==> config.mk <==
export PLATFORM = sky130hd
export DESIGN_NAME = message_stream_packetizer
export DESIGN_NICKNAME = d
export VERILOG_FILES = /design/src/rtl/message_stream_packetizer.sv
export SDC_FILE = /design/constraint.sdc
export NUM_CORES = 2
export LEC_CHECK = 0
export BUFFER_PORTS_ARGS = -buffer_cell sky130_fd_sc_hd__buf_2
export CAP_MARGIN = 20
export CORE_MARGIN = 3
export CORE_UTILIZATION = 57
export DETAILED_ROUTE_END_ITERATION = 10
export GPL_TIMING_DRIVEN = 0
export PLACE_DENSITY = 0.73
export SLEW_MARGIN = 30
export SYNTH_ARGS = -nofsm -noshare
export SYNTH_HDL_FRONTEND = slang
export SYNTH_SLANG_ARGS = --single-unit
==> constraint.sdc <==
create_clock -name clk -period 3.72 [get_ports clk]
set_input_delay 0.372 -clock clk [delete_from_list [all_inputs] [get_ports clk]]
set_output_delay 0.372 -clock clk [all_outputs]
set_load 0.005 [all_outputs]
==> src/rtl/message_stream_packetizer.sv <==
// -----------------------------------------------------------------------------
// message_stream_packetizer
//
// Wraps a raw sample stream into message stream packets: one header word
// followed by N payload words. Samples are buffered in an internal FIFO.
// A full packet (PACKET_LENGTH words) is emitted as soon as enough samples
// are held. A flush request emits a shorter packet holding whatever is
// buffered. The output is a free-running valid stream with no backpressure.
//
// Header word : {1'b1, N[LOG_MAX_PACKET_LENGTH-1:0], seq}
// Payload word: {1'b0, sample}
//
// Ports:
//   clk      - clock
//   rst_n    - asynchronous active-low reset
//   in_data  - sample payload (WIDTH-1 bits)
//   in_nd    - in_data valid this cycle
//   flush    - single-cycle pulse, emit a short packet of buffered samples
//   out_data - message stream word (registered)
//   out_nd   - out_data valid (registered)
//   error    - sticky FIFO overflow flag (registered, cleared only by reset)
// -----------------------------------------------------------------------------
module message_stream_packetizer #(
    parameter int WIDTH                 = 32,
    parameter int PACKET_LENGTH         = 16,
    parameter int LOG_MAX_PACKET_LENGTH = 10,
    parameter int BUFFER_LENGTH         = 64,
    parameter int LOG_BUFFER_LENGTH     = 6
) (
    input  logic             clk,
    input  logic             rst_n,
    input  logic [WIDTH-2:0] in_data,
    input  logic             in_nd,
    input  logic             flush,
    output logic [WIDTH-1:0] out_data,
    output logic             out_nd,
    output logic             error
);

    localparam int SEQ_W  = WIDTH - 1 - LOG_MAX_PACKET_LENGTH;
    localparam int LEN_W  = LOG_MAX_PACKET_LENGTH;
    localparam int PTR_W  = LOG_BUFFER_LENGTH;
    localparam int FILL_W = LOG_BUFFER_LENGTH + 1;

    localparam logic [FILL_W-1:0] FILL_FULL = FILL_W'(BUFFER_LENGTH);
    localparam logic [FILL_W-1:0] FILL_PKT  = FILL_W'(PACKET_LENGTH);

    typedef enum logic [0:0] {
        IDLE    = 1'b0,
        PAYLOAD = 1'b1
    } state_t;

    logic [WIDTH-2:0]  mem_r [BUFFER_LENGTH];
    logic [PTR_W-1:0]  wr_ptr_r;
    logic [PTR_W-1:0]  rd_ptr_r;
    logic [FILL_W-1:0] fill_r;
    logic [SEQ_W-1:0]  seq_r;
    logic [LEN_W-1:0]  remaining_r;
    logic              flush_pending_r;
    state_t            state_r;
    logic [WIDTH-1:0]  out_data_r;
    logic              out_nd_r;
    logic              error_r;

    state_t            state_s;
    logic [LEN_W-1:0]  remaining_s;
    logic [SEQ_W-1:0]  seq_s;
    logic [WIDTH-1:0]  out_data_s;
    logic              out_nd_s;
    logic              rd_s;
    logic              clear_flush_s;
    logic              wr_s;
    logic              overflow_s;
    logic [FILL_W-1:0] fill_s;

    // Pointer advance with explicit wrap so non-power-of-two depths also work.
    function automatic logic [PTR_W-1:0] ptr_inc(input logic [PTR_W-1:0] p);
        if (p == PTR_W'(BUFFER_LENGTH - 1)) begin
            return {PTR_W{1'b0}};
        end else begin
            return p + PTR_W'(1);
        end
    endfunction

    // Packet sequencing: decides header start, payload pops and next outputs.
    always_comb begin
        state_s       = state_r;
        remaining_s   = remaining_r;
        seq_s         = seq_r;
        out_data_s    = out_data_r;
        out_nd_s      = 1'b0;
        rd_s          = 1'b0;
        clear_flush_s = 1'b0;
        case (state_r)
            IDLE: begin
                if (fill_r >= FILL_PKT) begin
                    out_data_s  = {1'b1, LEN_W'(PACKET_LENGTH), seq_r};
                    out_nd_s    = 1'b1;
                    remaining_s = LEN_W'(PACKET_LENGTH);
                    state_s     = PAYLOAD;
                end else if (flush_pending_r && (fill_r != {FILL_W{1'b0}})) begin
                    out_data_s    = {1'b1, LEN_W'(fill_r), seq_r};
                    out_nd_s      = 1'b1;
                    remaining_s   = LEN_W'(fill_r);
                    state_s       = PAYLOAD;
                    clear_flush_s = 1'b1;
                end else if (flush_pending_r) begin
                    // Nothing buffered: drop the request, never send a bare header.
                    clear_flush_s = 1'b1;
                end else begin
                    out_nd_s = 1'b0;
                end
            end
            PAYLOAD: begin
                rd_s        = 1'b1;
                out_data_s  = {1'b0, mem_r[rd_ptr_r]};
                out_nd_s    = 1'b1;
                remaining_s = remaining_r - LEN_W'(1);
                if (remaining_r == LEN_W'(1)) begin
                    seq_s   = seq_r + SEQ_W'(1);
                    state_s = IDLE;
                end else begin
                    state_s = PAYLOAD;
                end
            end
            default: begin
                state_s = IDLE;
            end
        endcase
    end

    // FIFO accounting: a read in the same cycle frees room for a write at full.
    always_comb begin
        wr_s       = in_nd && ((fill_r != FILL_FULL) || rd_s);
        overflow_s = in_nd && (fill_r == FILL_FULL) && !rd_s;
        case ({wr_s, rd_s})
            2'b10:   fill_s = fill_r + FILL_W'(1);
            2'b01:   fill_s = fill_r - FILL_W'(1);
            default: fill_s = fill_r;
        endcase
    end

    // Sample storage; contents need no reset since fill gates every read.
    always_ff @(posedge clk) begin
        if (wr_s) begin
            mem_r[wr_ptr_r] <= in_data;
        end
    end

    // Control state, FIFO pointers and registered outputs.
    always_ff @(posedge clk or negedge rst_n) begin
        if (!rst_n) begin
            wr_ptr_r        <= {PTR_W{1'b0}};
            rd_ptr_r        <= {PTR_W{1'b0}};
            fill_r          <= {FILL_W{1'b0}};
            seq_r           <= {SEQ_W{1'b0}};
            remaining_r     <= {LEN_W{1'b0}};
            flush_pending_r <= 1'b0;
            state_r         <= IDLE;
            out_data_r      <= {WIDTH{1'b0}};
            out_nd_r        <= 1'b0;
            error_r         <= 1'b0;
        end else begin
            if (wr_s) begin
                wr_ptr_r <= ptr_inc(wr_ptr_r);
            end
            if (rd_s) begin
                rd_ptr_r <= ptr_inc(rd_ptr_r);
            end
            fill_r      <= fill_s;
            seq_r       <= seq_s;
            remaining_r <= remaining_s;
            state_r     <= state_s;
            out_data_r  <= out_data_s;
            out_nd_r    <= out_nd_s;
            // A new flush on the clearing edge wins, so the request is not lost.
            flush_pending_r <= flush || (flush_pending_r && !clear_flush_s);
            if (overflow_s) begin
                error_r <= 1'b1;
            end
        end
    end

    assign out_data = out_data_r;
    assign out_nd   = out_nd_r;
    assign error    = error_r;

endmodule

==> run summary <==
Worst hold-check path type: input port to asynchronous set/reset pin
All-Layer GR Usage: 34.11%
CTS tree: yes
Fin crit share: 104.7%
Crit path arrival time: 4.56 ns
Post-synth EDFFs: 1,984
PwrDens: 770.1 mW/mm²
Gate Count Post-Synth: 3,733
Root Driver: clkbuf_16
Yosys cell types: 64
Grt total ovfl: 0
Total negative slack: -0.7204 ns
Drt pass-1 iters: 9
Rel. slew slack: 22.84%
# placed instances: 5,793
Worst-Skew Late Latency: 0.85 ns
H-tree Lvls: 4
Clock-pin slew on the worst setup and hold paths: 0.06 ns
Mapped Avg Cell Area: 21.42 µm²
Overall power: 72,070 µW
Vias in the first global route: 42.82k
Die H: 380.6 µm
Slowest CP cell: buf_1
DRC viols: 0
Initial antenna violation count: 14
First-pass GRT wire length: 339,400 µm
CP startpoint kind: register
Num rows: 136
RePlAce Congestion: 0.9448
Failing checks: negative setup slack
Fmax: 0.2567 GHz
Largest net degree at the start of global routing: 65
Post-synth ARST share: 4.155%
Chip width: 380.6 µm
WL/cell: 39.99 µm
Vias per cell: 7.103
Top-Level Pins: 69
PortBufs: 68
Synth Register Bits: 2,070
Post-route setup slack: -0.1758 ns
Routed WL: 247,700 µm
Share of cells above drive strength 1: 28.11%
Clock Skews: 0.03825 ns
Most used cell, CP: buf_2
CP peak stage delay: 0.68 ns
Clock sinks: 2,070
Post-Place Worst Slack: -0.6923 ns
Ys flop type: edfxtp_1
Final number of max-transition violations: 0
Max-Cap Viols: 0
Worst-path cell chain: buf_2 > buf_2 > buf_2 > buf_1 > mux2i_1 > o32ai_2 > o211ai_1
P&R area growth vs syn: 17.01%
Post-detail-place hpwl: 155,900 µm
Vias after detailed routing: 43.99k
Crit path max fanout: 12
Core region area: 0.1383 mm²
Setup violators final: 10
Crit path time final: 3.896 ns
Number of CTS-inserted buffers: 196
Multi-input gate area: 0.01797 mm²
ANT nets after route: 0
Non-Filler Instances: 6,193
Fin nets: 4,193
Seq. cell area: 0.06173 mm²
First DRT Iteration DRCs: 7,858
Leakage: 0.03056 µW
Worst slew pin tran: 1.153 ns
Seq/Total Area, Yosys: 77.19%
Initial core utilization: 57.81%
Fill cells: 8,160
R2R setup slack: -0.18 ns
VDD IR max: 0.0006522 V
Required time worst endpoint: 4.38 ns
Area of the mapped netlist: 0.07997 mm²
Syn_nets: 3,774
Final Hold Viols: 0
Clk buf depth: 3
Synth warnings: 0
Die area: 0.1448 mm²
CP endpoint kind: register
Crit Path Class: register to register
Status: complete, but fails checks
## layout by cell type, fill, tap and decap left out, types with 78 or more instances in the layout
| master | n |
|---|---|
| dfrtp_1 | 86 |
| buf_2 | 113 |
| mux2i_1 | 289 |
| clkbuf_1 | 98 |
| a22oi_1 | 88 |
| edfxtp_1 | 1984 |
| clkbuf_16 | 202 |
| buf_16 | 100 |
| mux4_2 | 426 |
| nor2_1 | 78 |
## worst paths after layout
| kind | startpoint | end | cells after the start |
|---|---|---|---|
| max in group asynchronous | rst_n | wr_ptr_r[1] | 3 |
| worst max-delay path | rd_ptr_r[2] | out_data[6] | 7 |
| min in group clk | in_data[20] | mem_r[32][20] | 1 |
| worst max register to register | rd_ptr_r[2] | out_data[6] | 7 |
| worst min register to register | error | error | 1 |
| worst min-delay path | rst_n | out_data[14] | 3 |
## cell type report
class	count	area share, %
diodes	12	0.03209
repair buffers	225	4.251
clock buffers	253	5.681
well taps	1863	2.491
inverters	9	0.03610
flip-flops and latches	2070	65.97
clock inverters	111	1.218
multi-input cells	1446	19.20
plain buffers	204	1.127
## state kept, by name (all words and copies together) (netlist names)
signal	flops
mem_r	1984
remaining_r	10
flush_pending_r	1
rd_ptr_r	6
wr_ptr_r	6
error	1
fill_r	7
out_nd	1
state_r	1
seq_r	21
out_data	32
## kinds of logic after synthesis
kind of cell / synth area share, %
buffers and inverters: 1.261
AOI/OAI and AO/OA: 3.275
adders and majority gates: 0.09387
and+or+nand+nor: 1.809
muxes: 15.93
xor gates and xnor gates: 0.4381
DFF: 77.19
## report_power, final
| part | switching (µW) | internal (µW) | total [µW] |
|---|---|---|---|
| clock | 8750 | 11600 | 20300 |
| combinational | 15700 | 8780 | 24500 |
| sequential | 652 | 26600 | 27200 |
| total | 25100 | 46900 | 72100 |
## stage by stage
stage	hold slack [ns]	cell area [µm²]	util, %
6_report	0.07783	93580	67.64
3_3_place_gp	0.4362	82640	59.74
3_5_place_dp	0.2712	86470	62.50
2_1_floorplan	0.07641	79970	-
5_1_grt	0.1006	93550	67.62
4_1_cts	0.02845	93270	67.42
## synthesized netlist by cell type, types with 4 or more instances
master / count / area [µm²]
edfxtp_1: 1984 / 59580
or3_1: 5 / 31.28
a22oi_1: 88 / 660.6
o221ai_1: 43 / 376.6
a221o_1: 10 / 100.1
o21a_1: 16 / 120.1
a221oi_1: 17 / 148.9
o22ai_1: 28 / 175.2
o31ai_1: 6 / 45.04
and2_1: 5 / 31.28
nor2b_1: 13 / 81.33
a31o_2: 17 / 148.9
a21o_1: 4 / 30.03
nor4_1: 6 / 37.54
xor2_1: 11 / 96.34
nand2_1: 59 / 221.5
nand2b_1: 9 / 56.30
buf_4: 20 / 150.1
and3_1: 6 / 37.54
o21ai_0: 21 / 105.1
nor2_1: 145 / 544.3
xnor2_1: 29 / 254.0
clkbuf_1: 79 / 296.5
a211o_1: 16 / 140.1
nor3_1: 16 / 80.08
dfrtp_1: 86 / 2152
mux4_2: 426 / 9594
mux2i_1: 291 / 2913
nand3b_1: 4 / 30.03
buf_1: 24 / 90.09
o32ai_1: 5 / 43.79
a21oi_1: 34 / 170.2
nand3_1: 20 / 100.1
mux2_2: 21 / 236.5
buf_2: 83 / 415.4
o211ai_1: 11 / 82.58
nand4_1: 8 / 50.05
ha_1: 6 / 75.07
inv_1: 7 / 26.28
a31oi_1: 20 / 125.1
## metal layers
metal / GRT usage [%] / part of all wire (%) / wire [µm] / up-vias
met5: 0 / 0.031 / 77 / -
met1: 44.03 / 33 / 81580 / 22670
met2: 51.19 / 46 / 112900 / 3887
met3: 12.49 / 15 / 36550 / 860
li1: - / - / - / 16560
met4: 18.05 / 6.7 / 16540 / 12
## critical path, delay by kind of cell, from the launching register on
kind	cells	cell delay, ns
multiplexers	1	0.25
flip-flops	1	0.59
buffers and inverters	4	2.20
AO/OA/AOI/OAI	2	0.64
## repair_timing
action,4_1_cts,5_1_grt
hold buffers,6,0
pin swaps,6,7
buffers inserted,9,13
gates resized for setup,34,33
endpoints found under the setup margin,691,402
endpoints found under the hold margin,136,0
(Power assumes the default switching activity.)
